<file path="src/rtl/write_request_queue.sv">
// CPU-to-RAM write-request queue: DEPTH-entry FIFO with ROM/IO-window filtering,
// sticky overflow and saturating filter statistics. Optional WRITE_COALESCE_EN macro.
module write_request_queue #(
  parameter int ADDR_WIDTH = 15,
  parameter int DATA_WIDTH = 16,
  parameter int DEPTH      = 4,
  parameter int RAM_LIMIT  = 'h3000,
  parameter int CNT_WIDTH  = 8
) (
  input  logic                  ram_clock,
  input  logic                  ram_reset_n,
  input  logic                  cpu_write_enable,
  input  logic [ADDR_WIDTH-1:0] cpu_addr,
  input  logic [DATA_WIDTH-1:0] cpu_data,
  input  logic                  ram_write_ready,
  output logic                  ram_write_enable,
  output logic [ADDR_WIDTH-1:0] ram_addr,
  output logic [DATA_WIDTH-1:0] ram_data,
  output logic                  queue_full,
  output logic                  overflow,
  input  logic                  overflow_clear,
  output logic [CNT_WIDTH-1:0]  filtered_count
);

  localparam int PTR_W = $clog2(DEPTH);
  localparam int CNT_W = PTR_W + 1;
  localparam logic [CNT_W-1:0]      DEPTH_C = CNT_W'(DEPTH);
  localparam logic [ADDR_WIDTH:0]   LIMIT_C = (ADDR_WIDTH+1)'(RAM_LIMIT);

  logic [ADDR_WIDTH-1:0] mem_addr [DEPTH];
  logic [DATA_WIDTH-1:0] mem_data [DEPTH];

  logic [CNT_W-1:0] count, count_next;
  logic [PTR_W-1:0] rd_ptr, wr_ptr, rd_ptr_next, newest_ptr, write_ptr;
  logic             in_range, push_valid, filtered, pop;
  logic             coalesce, accept, reject, write_en;
  logic [ADDR_WIDTH-1:0] head_addr_next;
  logic [DATA_WIDTH-1:0] head_data_next;

  function automatic logic [CNT_WIDTH-1:0] sat_inc(input logic [CNT_WIDTH-1:0] v);
    return (&v) ? v : v + 1'b1;
  endfunction

  always_comb begin
    in_range   = ({1'b0, cpu_addr} < LIMIT_C);
    push_valid = cpu_write_enable && in_range;
    filtered   = cpu_write_enable && !in_range;
    pop        = ram_write_enable && ram_write_ready;
    newest_ptr = wr_ptr - 1'b1;
`ifdef WRITE_COALESCE_EN
    // count >= 2 guarantees the newest entry is not the head being presented
    coalesce   = push_valid && (count >= CNT_W'(2)) && (mem_addr[newest_ptr] == cpu_addr);
`else
    coalesce   = 1'b0;
`endif
    accept      = push_valid && !coalesce && ((count != DEPTH_C) || pop);
    reject      = push_valid && !coalesce && !accept;
    write_en    = accept || coalesce;
    write_ptr   = coalesce ? newest_ptr : wr_ptr;
    count_next  = count + CNT_W'(accept) - CNT_W'(pop);
    rd_ptr_next = rd_ptr + PTR_W'(pop);
  end

  // Next head: bypass the incoming request when it lands in the slot about to be presented
  always_comb begin
    head_addr_next = ram_addr;
    head_data_next = ram_data;
    if (count_next != '0) begin
      if (write_en && (write_ptr == rd_ptr_next)) begin
        head_addr_next = cpu_addr;
        head_data_next = cpu_data;
      end else begin
        head_addr_next = mem_addr[rd_ptr_next];
        head_data_next = mem_data[rd_ptr_next];
      end
    end
  end

  always_ff @(posedge ram_clock) begin
    if (write_en) begin
      mem_addr[write_ptr] <= cpu_addr;
      mem_data[write_ptr] <= cpu_data;
    end
  end

  always_ff @(posedge ram_clock or negedge ram_reset_n) begin
    if (!ram_reset_n) begin
      count            <= '0;
      rd_ptr           <= '0;
      wr_ptr           <= '0;
      ram_write_enable <= 1'b0;
      ram_addr         <= '0;
      ram_data         <= '0;
      overflow         <= 1'b0;
      filtered_count   <= '0;
    end else begin
      count            <= count_next;
      rd_ptr           <= rd_ptr_next;
      wr_ptr           <= accept ? wr_ptr + 1'b1 : wr_ptr;
      ram_write_enable <= (count_next != '0);
      ram_addr         <= head_addr_next;
      ram_data         <= head_data_next;
      overflow         <= reject || (overflow && !overflow_clear);
      filtered_count   <= filtered ? sat_inc(filtered_count) : filtered_count;
    end
  end

  assign queue_full = (count == DEPTH_C);

endmodule
</file>
<file path="config.mk">
export PLATFORM = sky130hd
export DESIGN_NAME = write_request_queue
export DESIGN_NICKNAME = d
export VERILOG_FILES = /design/src/rtl/write_request_queue.sv
export SDC_FILE = /design/constraint.sdc
export NUM_CORES = 1
export LEC_CHECK = 0
export CAP_MARGIN = 0
export CORE_MARGIN = 2
export CORE_UTILIZATION = 40
export DETAILED_ROUTE_END_ITERATION = 10
export DONT_BUFFER_PORTS = 1
export HOLD_SLACK_MARGIN = 0.1
export MAX_ROUTING_LAYER = met4
export PLACE_DENSITY = 0.6
export SYNTH_ARGS = -nofsm -noshare
export SYNTH_HDL_FRONTEND = slang
export SYNTH_SLANG_ARGS = --single-unit
export TNS_END_PERCENT = 100
</file>
<file path="constraint.sdc">
create_clock -name ram_clock -period 2.8 [get_ports ram_clock]
set_input_delay 0.14 -clock ram_clock [delete_from_list [all_inputs] [get_ports ram_clock]]
set_output_delay 0.14 -clock ram_clock [all_outputs]
set_load 0.01 [all_outputs]
</file>
---- Word level (Yosys, flattened, before mapping) ----
Memory sizes are Yosys's and may differ from the RTL's. A register that Yosys moved wholly into a read port is not among the register bits.
Cells that the tools add are included.
word-level totals
  bits in writable memories ............... 124
  logic and storage cells ................. 35
  bits of input ports ..................... 36
  output and inout bits ................... 42
  memories kept ........................... 2
  register bits after elaboration ......... 17
memory list
  name      words  bits a word  rd ports  clocked after memory_dff  wr ports  RTL line  text
  mem_data  4      16           1         1                         1         31        logic [DATA_WIDTH-1:0] mem_data [DEPTH];
  mem_addr  4      15           1         1                         1         30        logic [ADDR_WIDTH-1:0] mem_addr [DEPTH];
cells by class
  equality and inequality tests ........... 2
  bitwise operators ....................... 1
  multiplexer cells ....................... 2
  order comparisons ....................... 1
  add/sub/neg operators ................... 5
  reductions and logical operators ........ 16
operators with widths
  cell                  count
  $lt 15x14->1 const B  1
  $add 8x1->8 const B   1
  $reduce_and 8->1      1
  $logic_and 1x1->1     6
  $logic_not 1->1       5
  $add 3x1->3           1
  $eq 3x3->1 const B    1
  $ne 3x3->1 const B    1
  $reduce_bool 3->1     1
  $sub 3x1->3           1
  $add 2x1->2           1
  $add 2x1->2 const B   1
  $logic_or 1x1->1      2
  $mux 1                2
  $reduce_and 2->1      1
  $not 1->1             1

---- Logic depth before layout (Yosys ltp) ----
Gate-level depths: netlist (run 1).
  depth in word-level cells ............... 6
  depth in mapped cells ................... 12
  depth with buffers taken out ............ 11

---- Least setup slack after synthesis (run 1) ----
OpenSTA, ideal clock, no wires.
  path kind ............................... reg-to-reg
  from .................................... register count[1]
  to ...................................... register ram_addr[12] (read register of mem_addr)
  required time ........................... 2.674 ns
  library setup time ...................... 0.126 ns
  buffers on the path ..................... 1
  setup slack ............................. 0.003 ns
  stages on the path, launching flop included .. 12
  clock period less this slack ............ 2.797 ns
  data arrival time ....................... 2.671 ns
  path through ............................ dfrtp_1 nor3b_2 a211o_1 o21ai_1 ha_1 fa_1 xnor3_1 nor3_4 inv_2 o31a_4 buf_6 a221o_1
between the ends
  longest elaborated chain between the ends .. 6
RTL lines
  element                   RTL line  text
  start: declaration        33        logic [CNT_W-1:0] count, count_next;
  start signal: assignment  97        count <= count_next;
  $ne 3x3->1                56        accept = push_valid && !coalesce && ((count != DEPTH_C) || pop);
  $logic_or 1x1->1          56
  $logic_and 1x1->1         56
  $add 3x1->3 *             60        count_next = count + CNT_W'(accept) - CNT_W'(pop);
  $sub 3x1->3 *             60
  via count_next[2]         33
  $reduce_bool 3->1 *       68        if (count_next != '0) begin
  end: declaration          17        output logic [ADDR_WIDTH-1:0] ram_addr,
Mark *: on every way through the listed nets, which the timed path passes. The rest lies on a longest branch.
A chain may end at the register's enable or synchronous reset.

---- Worst setup path in the final report (run 1) ----
  from .................................... register count[2]
  to ...................................... register ram_data[7] (read register of mem_data)
between the ends
  longest elaborated chain between the ends .. 6
RTL lines
  element            RTL line  text
  $ne 3x3->1         56
  $logic_or 1x1->1   56
  $logic_and 1x1->1  56
  $add 3x1->3        60
  $sub 3x1->3        60
  via count_next[1]  33
  $reduce_bool 3->1  68
  end: declaration   18        output logic [DATA_WIDTH-1:0] ram_data,
The timed path passes the listed nets, and every way through them passes these cells.

==> impl_metrics.env, run 1 <==
export IMPL_arrival_ns=3.04
export IMPL_fill_cells=1411
export IMPL_start_util_pct=40.7
export IMPL_fin_skew_ns=0.0108
export IMPL_tightest_slew_ns=0.931
export IMPL_rsz0062_at_grt="true"
export IMPL_grt_start_max_net_pins=49
export IMPL_drt_wirelength_per_cell_um=22.4
export IMPL_port_buffers=0
export IMPL_fin_setup_tns_ns=0
export IMPL_intPower_uw=6150
export IMPL_die_w_um=133
export IMPL_coreArea_mm2=0.0165
export IMPL_syn_inst=341
export IMPL_boundaryPins=78
export IMPL_cts_made_buffers=17
export IMPL_root_buffer="clkbuf_16"
export IMPL_clock_fmax_mhz=366
export IMPL_yosysWarnings=0
export IMPL_cp_required_ns=3.10
export IMPL_vias_per_cell=5.38
export IMPL_dieArea_mm2=0.0178
export IMPL_fin_crit_sh_pct=97.7
export IMPL_synthDistinctLibCells=36
export IMPL_cp_end_kind="flop"
export IMPL_synthToLayoutAreaGrowth_pct=20.9
export IMPL_rows=47
export IMPL_slew_headroom_pct=37.5
export IMPL_finalMaxSlewViolations=0
export IMPL_drv_cap=0
export IMPL_p_per_area_mw_per_mm2=1130
export IMPL_seq_area_mm2=0.00492
export IMPL_antenna_found_initial=0
export IMPL_hpwl_mm=8.11
export IMPL_multiInputGateArea_mm2=0.00175
export IMPL_start_kind="flop"
export IMPL_layout_drive_gt1_share_pct=22.5
export IMPL_syn_nets=385
export IMPL_p_switching_uw=3010
export IMPL_dr_pass1_iters=4
export IMPL_drtIter0Drc=163
export IMPL_cts_clk_slew_worst_paths_ns=0.06
export IMPL_finalWeightedCongestion=0.713
export IMPL_insertion_delay_ns=0.43
export IMPL_hp_class="input pin to flop"
export IMPL_ir_drop_v=0.000884
export IMPL_overflow=0
export IMPL_grt_pass1_vias=3689
export IMPL_leakage_uw=0.00292
export IMPL_drt_drc_violations_left=0
export IMPL_vias=3408
export IMPL_ys_seq_elements=172
export IMPL_syn_avg_cell_area_um2=19.6
export IMPL_p_sw_share_pct=32.9
export IMPL_syn_cell_area_mm2=0.00669
export IMPL_grt_pass1_wl_mm=21.1
export IMPL_status="finished, final reports clean"
export IMPL_share_comb_of_total_power_pct=35.9
export IMPL_path_class="flop to flop"
export IMPL_ant_nets=0
export IMPL_cts_tree="yes"
export IMPL_clock_sinks=172
export IMPL_grt_usage_pct=16.7
export IMPL_pwr_share_clk_pct=23.3
export IMPL_pre_cts_slack_ns=0.0205
export IMPL_setup_viol=0
export IMPL_die_y_um=133
export IMPL_fin_ws_ns=0.0642
export IMPL_yosysSeqAreaShare_pct=73.6
export IMPL_antenna_cells=0
export IMPL_hold_viol=0
export IMPL_crit_fanout=18
export IMPL_clockBufferDepth=2
export IMPL_ctsHtreeMaxLevel=4
export IMPL_fin_nets=445
export IMPL_period_minus_slack_ns=2.74
export IMPL_wl_mm=14.2
export IMPL_pwr_share_seq_pct=40.9
## stage by stage
stage          hold WS, ns  power (uW)  instance area (um2)  cells  util [%]
2_1_floorplan       -0.156        5940                 6690    341         -
3_3_place_gp        -0.154        6590                 7100    563      43.1
3_5_place_dp        -0.155        6720                 7100    563      43.1
4_1_cts              0.119        8960                 8000    630      48.6
5_1_grt              0.195        9660                 8090    634      49.1
6_report             0.162        9170                 8090    634      49.1
## layout make-up
class | instances | share of cell area (%)
Inverter | 8 | 0.402
Tap cell | 220 | 3.40
Multi-Input combinational cell | 148 | 21.7
Clock buffer | 23 | 5.66
Timing Repair Buffer | 54 | 7.13
Sequential cell | 172 | 60.9
Clock inverter | 9 | 0.897
## path summary, 6_finish.rpt
kind | start | to | slack (ns) | depth (start not counted)
worst max-delay path | count[2] | ram_data[7] | 0.06 | 9
worst min-delay path | cpu_write_enable | filtered_count[0] | 0.16 | 2
worst max register to register | count[2] | ram_data[7] | 0.06 | 9
worst min register to register | filtered_count[6] | filtered_count[6] | 0.56 | 1
max in group asynchronous | ram_reset_n | ram_addr[3] | 2.33 | 2
min in group asynchronous | ram_reset_n | filtered_count[6] | 0.24 | 2
## state kept, by name, summed over array words and instances, names as in the netlist
name / count
mem_data: 64
mem_addr: 60
ram_data: 16
ram_addr: 15
filtered_count: 8
count: 3
rd_ptr: 2
wr_ptr: 2
overflow: 1
ram_write_enable: 1
## power by group through the flow
| stage | sequential (uW) | clock [uW] | combinational, uW |
|---|---|---|---|
| after detailed placement | 3800 | 0 | 2920 |
| after global placement | 3790 | 0 | 2800 |
| after CTS | 3760 | 2180 | 3020 |
| after global routing | 3810 | 2290 | 3560 |
| final | 3750 | 2130 | 3290 |
| after floorplan | 3670 | 0 | 2270 |
## cell usage after synthesis, drive strengths merged
cell type	count	area, um2
edfxtp	124	3720
dfrtp	48	1200
and2	33	206
mux4	31	698
a221o	30	300
buf	8	58.8
clkbuf	8	30.0
inv	8	30.0
xor2	8	77.6
ha	7	87.6
nand2	5	18.8
nand3	4	20.0
nor3	4	31.3
nor2	3	11.3
xnor2	3	26.3
mux2	2	22.5
a211o	1	8.76
a21o	1	7.51
a21oi	1	5.00
a22o	1	8.76
fa	1	20.0
nand4	1	6.26
nor3b	1	12.5
nor4	1	6.26
o211ai	1	7.51
o21ai	1	5.00
o22ai	1	6.26
o311a	1	10.0
o31a	1	17.5
or2	1	6.26
xnor3	1	22.5
## worst max-delay path, cell delays in order (launching register included)
cell and delay, ns:
dfrtp_1 0.39, nor3b_2 0.16, a211o_1 0.28, o21ai_2 0.12
ha_2 0.19, fa_2 0.46, nor3_4 0.35, nor4_4 0.11
buf_12 0.20, a221o_1 0.35
## cell families after synthesis
logic type      share of synthesized area, %
mux                                     10.8
fa+ha+maj                               1.61
compound gates                          5.63
xor+xnor                                1.89
flops                                   73.6
buf+inv                                 1.78
simple gates                            4.77
## cell usage in the layout (no fill, tap or decap), types with 2 or more instances in the layout
master and count:
nor3_1 3, dlygate4sd3_1 34, nand3_1 4, clkbuf_1 5, clkinv_4 2, ha_1 5
buf_12 5, xnor2_1 3, clkbuf_16 17, clkinv_1 4, edfxtp_1 124, o31a_4 4
mux4_2 31, buf_4 13, a221o_1 30, inv_1 7, dfrtp_1 48, nor2_1 3
clkinv_2 2, nand2_1 5, xor2_1 6, ha_2 2, and2_1 29, and2_2 4
## timing repair
action,4_1_cts,5_1_grt
endpoints found under the hold margin,203,0
hold buffers,35,0
resized for setup,0,10
endpoints found under the setup margin,0,30
setup buffers,0,1
## routing by layer
layer | wire length (um) | global-route usage (%) | part of all wire, % | vias to the layer above
li1 | - | - | - | 1499
met1 | 6070 | 20.2 | 43 | 1803
met2 | 7160 | 27.2 | 50 | 88
met3 | 770 | 5.06 | 5.4 | 18
met4 | 192 | 5.14 | 1.4 | 0
met5 | 0 | - | 0 | -
(Power assumes the default switching activity.)
==> run 2: changes to the inputs <==
- ABC_AREA: default -> 1
==> run 2 against run 1 <==
  * Synthesized area is 11% higher
  * Worst hold slack worse by 0.032 ns
  * Count of clock-buffer cells in the layout is 5 lower
  * Critical path depth is 6 higher
  * First-iteration DRC count grew to 3.4 times the previous value
  * Setup slack better by 0.22 ns
  * Critical endpoint is now ram_data[3]
  * Highest routed layer unchanged
==> impl_metrics.env, run 2 <==
export IMPL_status="finished, final reports clean"
export IMPL_slew_headroom_pct=47.1
export IMPL_cp_slowest_stage_delay_ns=0.62
export IMPL_clock_sinks=172
export IMPL_yosysWarnings=0
export IMPL_ctsHtreeMaxLevel=4
export IMPL_path_class="input pin to flop"
export IMPL_syn_cell_area_mm2=0.00743
export IMPL_syn_inst=722
export IMPL_overflow=0
export IMPL_syn_avg_cell_area_um2=10.3
export IMPL_post_cts_repair_setup_buffers=0
export IMPL_cp_end_kind="flop"
export IMPL_grt_pass1_vias=5278
export IMPL_fin_setup_tns_ns=0
export IMPL_p_per_area_mw_per_mm2=1100
export IMPL_period_minus_slack_ns=2.52
export IMPL_start_kind="input pin"
export IMPL_root_buffer="clkbuf_16"
export IMPL_crit_fanout=22
export IMPL_rsz0062_at_grt="false"
export IMPL_arrival_ns=2.88
export IMPL_fill_cells=1604
export IMPL_synth_edff_count=124
export IMPL_layout_drive_gt1_share_pct=9.03
export IMPL_r2r_setup_slack_ns=0.45
export IMPL_cpMostUsedCell="nand2_1"
export IMPL_synthDistinctLibCells=29
export IMPL_grt_pass1_wl_mm=28.3
export IMPL_ir_drop_v=0.000501
export IMPL_tightest_slew_ns=0.790
export IMPL_dr_pass1_iters=5
export IMPL_clockBufferDepth=2
export IMPL_largest_reg_flops=64
export IMPL_crit_slowest_cell="dlygate4sd3_1"
export IMPL_yosysMostFrequentCell="nand2_1"
export IMPL_wl_mm=17.6
export IMPL_port_buffers=0
export IMPL_start_util_pct=41.1
export IMPL_leakage_uw=0.00347
export IMPL_hp_class="input pin to flop"
export IMPL_final_cell_mix="140 x nand2_1, 127 x nor2_1, 124 x edfxtp_1"
export IMPL_die_y_um=140
export IMPL_drtIter0Drc=554
export IMPL_ys_seq_elements=172
export IMPL_hold_viol=0
export IMPL_drt_wirelength_per_cell_um=17.5
export IMPL_synth_ff_type="edfxtp_1"
export IMPL_dieArea_mm2=0.0197
export IMPL_syn_nets=766
export IMPL_cp_required_ns=3.17
export IMPL_fin_skew_ns=0.00851
export IMPL_final_cells=1005
export IMPL_yosys_area_top_type="edfxtp_1"
export IMPL_drt_drc_violations_left=0
export IMPL_path_cells="dlygate4sd3_1 > inv_1 > nand2_1 > nor2_4 > inv_1 > nand2_1 > nand2_1 > ha_1 > fa_1 > nor2_1 > nand3_2 > inv_1 > buf_4 > nand2_1 > nand2_1"
export IMPL_yosysSeqAreaShare_pct=66.3
export IMPL_die_w_um=140
export IMPL_cts_tree="yes"
export IMPL_drv_cap=0
export IMPL_fin_nets=806
export IMPL_synthTopCellsByArea="edfxtp_1 50%, dfrtp_1 16%, nand2_1 7.1%"
export IMPL_reg_top3="mem_data (64), mem_addr (60), ram_data (16)"
export IMPL_synthToLayoutAreaGrowth_pct=17.1
export IMPL_boundaryPins=78
export IMPL_hpwl_mm=10.8
export IMPL_vias=5179
export IMPL_cts_made_buffers=17
export IMPL_finalWeightedCongestion=0.826
export IMPL_antenna_found_initial=0
export IMPL_top_register="mem_data"
export IMPL_final_common_cell="nand2_1"
export IMPL_ant_nets=0
export IMPL_insertion_delay_ns=0.43
export IMPL_netlist_area_leader_share_pct=50.1
export IMPL_dp_cells=936
export IMPL_fin_crit_sh_pct=89.9
export IMPL_cts_clk_slew_worst_paths_ns=0.07
export IMPL_holdBufCountCts=36
export IMPL_clock_fmax_mhz=397
export IMPL_async_flop_share_pct=27.9
export IMPL_rows=49
export IMPL_ys_top_cells_by_count="140 x nand2_1, 131 x nor2_1, 124 x edfxtp_1"
export IMPL_coreArea_mm2=0.0181
export IMPL_grt_usage_pct=19.4
export IMPL_finalMaxSlewViolations=0
export IMPL_vias_per_cell=5.15
export IMPL_setup_viol=0
export IMPL_grt_start_max_net_pins=49
export IMPL_cts_resized=0
## run 2: cell families (layout without fill, tap and decap cells)
| group | Yosys count | after routing | synth area share (%) |
|---|---|---|---|
| XOR/XNOR | 5 | 5 | 0.589 |
| AND/OR/NAND/NOR | 350 | 350 | 19.6 |
| buffers and inverters | 90 | 143 | 5.54 |
| adder cells (fa/ha/maj) | 8 | 8 | 1.45 |
| flip-flops | 172 | 172 | 66.3 |
| AO/OA/AOI/OAI | 97 | 97 | 6.55 |
| other | 0 | 1 | 0 |
## run 2: cell type report
class                   count  area [um2]  area share, %
repair buffers             59         588           6.76
flip-flops and latches    172        4920           56.6
inverters                  52         200           2.30
multi-input cells         460        2120           24.4
clock buffers              18         439           5.05
diodes                      1        2.50         0.0288
clock inverters            14         133           1.52
well taps                 229         287           3.29
## run 2: critical path, delay by kind of cell
| family | cells | cell delay, ns |
|---|---|---|
| and+or+nand+nor | 8 | 0.90 |
| adders and majority gates | 2 | 0.66 |
| buffers and inverters | 5 | 1.19 |
## run 2: through the flow
| step | hold slack, ns | util (%) | instance area [um2] | power, uW | setup WS [ns] |
|---|---|---|---|---|---|
| 2_1_floorplan | -0.156 | - | 7430 | 6160 | 0.304 |
| 3_3_place_gp | -0.154 | 42.8 | 7750 | 7190 | 0.545 |
| 3_5_place_dp | -0.154 | 42.8 | 7750 | 7300 | 0.422 |
| 4_1_cts | 0.114 | 48.1 | 8700 | 9650 | 0.268 |
| 5_1_grt | 0.149 | 48.1 | 8700 | 10300 | 0.116 |
| 6_report | 0.130 | 48.1 | 8700 | 9540 | 0.284 |
## run 2: path summary, 6_finish.rpt
check                            startpoint      endpoint  cells after the start
min                         ram_write_ready      count[0]                      4
max reg2reg                ram_write_enable   ram_data[3]                     12
min in group asynchronous       ram_reset_n      overflow                      2
max in group asynchronous       ram_reset_n  ram_data[14]                      2
max                            cpu_addr[14]   ram_data[3]                     15
min reg2reg                     ram_addr[9]   ram_addr[9]                      2
## run 2: metal layers
metal,part of all wire (%),wire length [um],global-route usage (%),vias to the layer above
met5,0,0,-,-
met4,1.4,238,5.90,0
met3,5.4,949,4.75,18
met2,50,8750,31.4,159
met1,44,7680,24.3,2514
li1,-,-,-,2488
## run 2: power breakdown
| group | total, uW | switching (uW) | internal, uW |
|---|---|---|---|
| clock network | 2240 | 1050 | 1190 |
| logic | 3620 | 2490 | 1130 |
| registers | 3680 | 425 | 3250 |
==> run 3: changes to the inputs <==
- PLACE_DENSITY: 0.6 -> 0.58
- clock period: 2.8 -> 2.7 ns (I/O delays scaled with it)
==> run 3 against run 2 <==
  * Critical path depth is the same
  * Via count rose by 0.77%
  * First-iteration DRC count down 24%
  * Design area is 1.3% higher
  * Non-clock buffer count grew 6
  * Register-to-register slack worse by 0.13 ns
==> impl_metrics.env, run 3 (synthesized netlist as in run 2, its figures left out) <==
export IMPL_status="finished, final reports clean"
export IMPL_wl_mm=18.5
export IMPL_leakage_uw=0.00350
export IMPL_finalMaxSlewViolations=0
export IMPL_cts_made_buffers=17
export IMPL_top_register="mem_data"
export IMPL_antenna_cells=0
export IMPL_insertion_delay_ns=0.43
export IMPL_pwr_share_seq_pct=37.6
export IMPL_drt_wirelength_per_cell_um=18.3
export IMPL_overflow=0
export IMPL_vias=5219
export IMPL_crit_slowest_cell="dlygate4sd3_1"
export IMPL_drtIter0Drc=420
export IMPL_r2r_cells=11
export IMPL_clock_sinks=172
export IMPL_antenna_found_initial=0
export IMPL_die_w_um=140
export IMPL_port_buffers=0
export IMPL_fin_nets=812
export IMPL_root_buffer="clkbuf_16"
export IMPL_cts_clk_slew_worst_paths_ns=0.07
export IMPL_cp_required_ns=3.02
export IMPL_share_comb_of_total_power_pct=38.8
export IMPL_ir_drop_v=0.000590
export IMPL_drv_cap=0
export IMPL_boundaryPins=78
export IMPL_p_sw_share_pct=40.7
export IMPL_cp_end_kind="flop"
export IMPL_dr_pass1_iters=4
export IMPL_slew_headroom_pct=48.0
export IMPL_start_util_pct=41.1
export IMPL_cp_slowest_stage_delay_ns=0.64
export IMPL_finalWeightedCongestion=0.795
export IMPL_final_common_cell="nand2_1"
export IMPL_intPower_uw=6060
export IMPL_layout_drive_gt1_share_pct=9.60
export IMPL_fill_cells=1599
export IMPL_dp_cells=935
export IMPL_tightest_slew_ns=0.778
export IMPL_period_minus_slack_ns=2.54
export IMPL_fin_skew_ns=0.0102
export IMPL_die_y_um=140
export IMPL_rows=49
export IMPL_setup_viol=0
export IMPL_clock_fmax_mhz=394
export IMPL_ctsHtreeMaxLevel=4
export IMPL_r2r_setup_slack_ns=0.32
export IMPL_grt_usage_pct=19.9
export IMPL_p_per_area_mw_per_mm2=1160
export IMPL_hold_viol=0
export IMPL_synthToLayoutAreaGrowth_pct=18.6
export IMPL_fin_setup_tns_ns=0
export IMPL_p_switching_uw=4160
export IMPL_cpMostUsedCell="nand2_1"
export IMPL_utilization_pct=48.7
export IMPL_reg_top3="mem_data (64), mem_addr (60), ram_data (16)"
export IMPL_hpwl_mm=10.6
export IMPL_grt_start_max_net_pins=65
export IMPL_hp_class="input pin to flop"
export IMPL_fin_crit_sh_pct=93.9
export IMPL_clockBufferDepth=2
export IMPL_cts_tree="yes"
export IMPL_hold_ws_ns=0.132
export IMPL_final_cell_mix="140 x nand2_1, 126 x nor2_1, 124 x edfxtp_1"
export IMPL_pwr_share_clk_pct=23.6
export IMPL_crit_fanout=15
export IMPL_vias_per_cell=5.17
export IMPL_largest_reg_flops=64
export IMPL_ant_nets=0
export IMPL_start_kind="input pin"
export IMPL_drt_drc_violations_left=0
export IMPL_path_cells="dlygate4sd3_1 > nand2_1 > nand2_1 > nor2_4 > inv_1 > nand2_1 > nand2_1 > ha_1 > fa_1 > nand3b_1 > nand3_4 > clkinvlp_4 > clkbuf_16 > nand2_1 > nand2_1"
export IMPL_dieArea_mm2=0.0197
export IMPL_grt_pass1_wl_mm=28.6
export IMPL_coreArea_mm2=0.0181
export IMPL_min_path_cells=4
export IMPL_final_cells=1010
export IMPL_rsz0062_at_grt="false"
export IMPL_arrival_ns=2.85
export IMPL_path_class="input pin to flop"
export IMPL_grt_pass1_vias=5089
-- run 3: cell count changes in the layout (fill, tap and decap cells not counted), moves of 2 or more --
cell,before,now
clkbuf_1,0,2
clkinvlp_4,4,6
buf_12,3,6
bufinv_16,0,2
clkinv_4,5,2
clkinv_2,0,2
inv_8,3,0
-- run 3: cell type report --
class	instances	area (um2)	share of cell area [%]
Clock buffer	19	433	4.91
Multi-Input combinational cell	460	2130	24.2
Inverter	52	204	2.31
Timing Repair Buffer	65	688	7.81
Clock inverter	13	143	1.62
Sequential cell	172	4920	55.9
Tap cell	229	287	3.25
-- run 3: power by group through the flow --
stage	Sequential, uW	Combinational [uW]	Clock [uW]
5_1_grt	3890	4470	2580
6_report	3840	3960	2410
2_1_floorplan	3790	2610	0
3_3_place_gp	3900	3560	0
4_1_cts	3850	3790	2450
3_5_place_dp	3900	3670	0
-- run 3: worst max-delay path, delay by kind of cell --
family / cells / cell delay (ns)
and+or+nand+nor: 9 / 1.03
adders and majority gates: 2 / 0.56
buffers and inverters: 4 / 1.11
-- run 3: layer usage --
| metal | up-vias | GRT usage [%] | routed length, um |
|---|---|---|---|
| met2 | 167 | 31.1 | 8870 |
| met1 | 2535 | 25.7 | 8130 |
| met5 | - | - | 0 |
| met4 | 0 | 5.79 | 206 |
| li1 | 2498 | - | - |
| met3 | 19 | 5.30 | 1260 |
-- run 3: path summary, 6_finish.rpt --
check,start,endpoint
worst max register to register,ram_write_enable,ram_data[7]
worst min register to register,ram_data[12],ram_data[12]
worst min-delay path,cpu_write_enable,wr_ptr[0]
min in group asynchronous,ram_reset_n,ram_addr[9]
max in group asynchronous,ram_reset_n,ram_write_enable
worst max-delay path,cpu_addr[12],ram_data[3]
-- run 3: stage by stage --
step | setup slack [ns] | area (um2) | power [uW]
detailed placement | 0.323 | 7780 | 7570
finish | 0.165 | 8810 | 10200
CTS | 0.108 | 8740 | 10100
global route | 0.00920 | 8810 | 10900
global placement | 0.396 | 7780 | 7460
floorplan | 0.204 | 7430 | 6390
-- run 3: repair_timing --
action / 4_1_cts / 5_1_grt
setup endpoints to repair: 0 / 31
hold buffers: 37 / 0
buffers inserted: 0 / 5
gates resized for setup: 0 / 3
hold endpoints to repair: 206 / 0
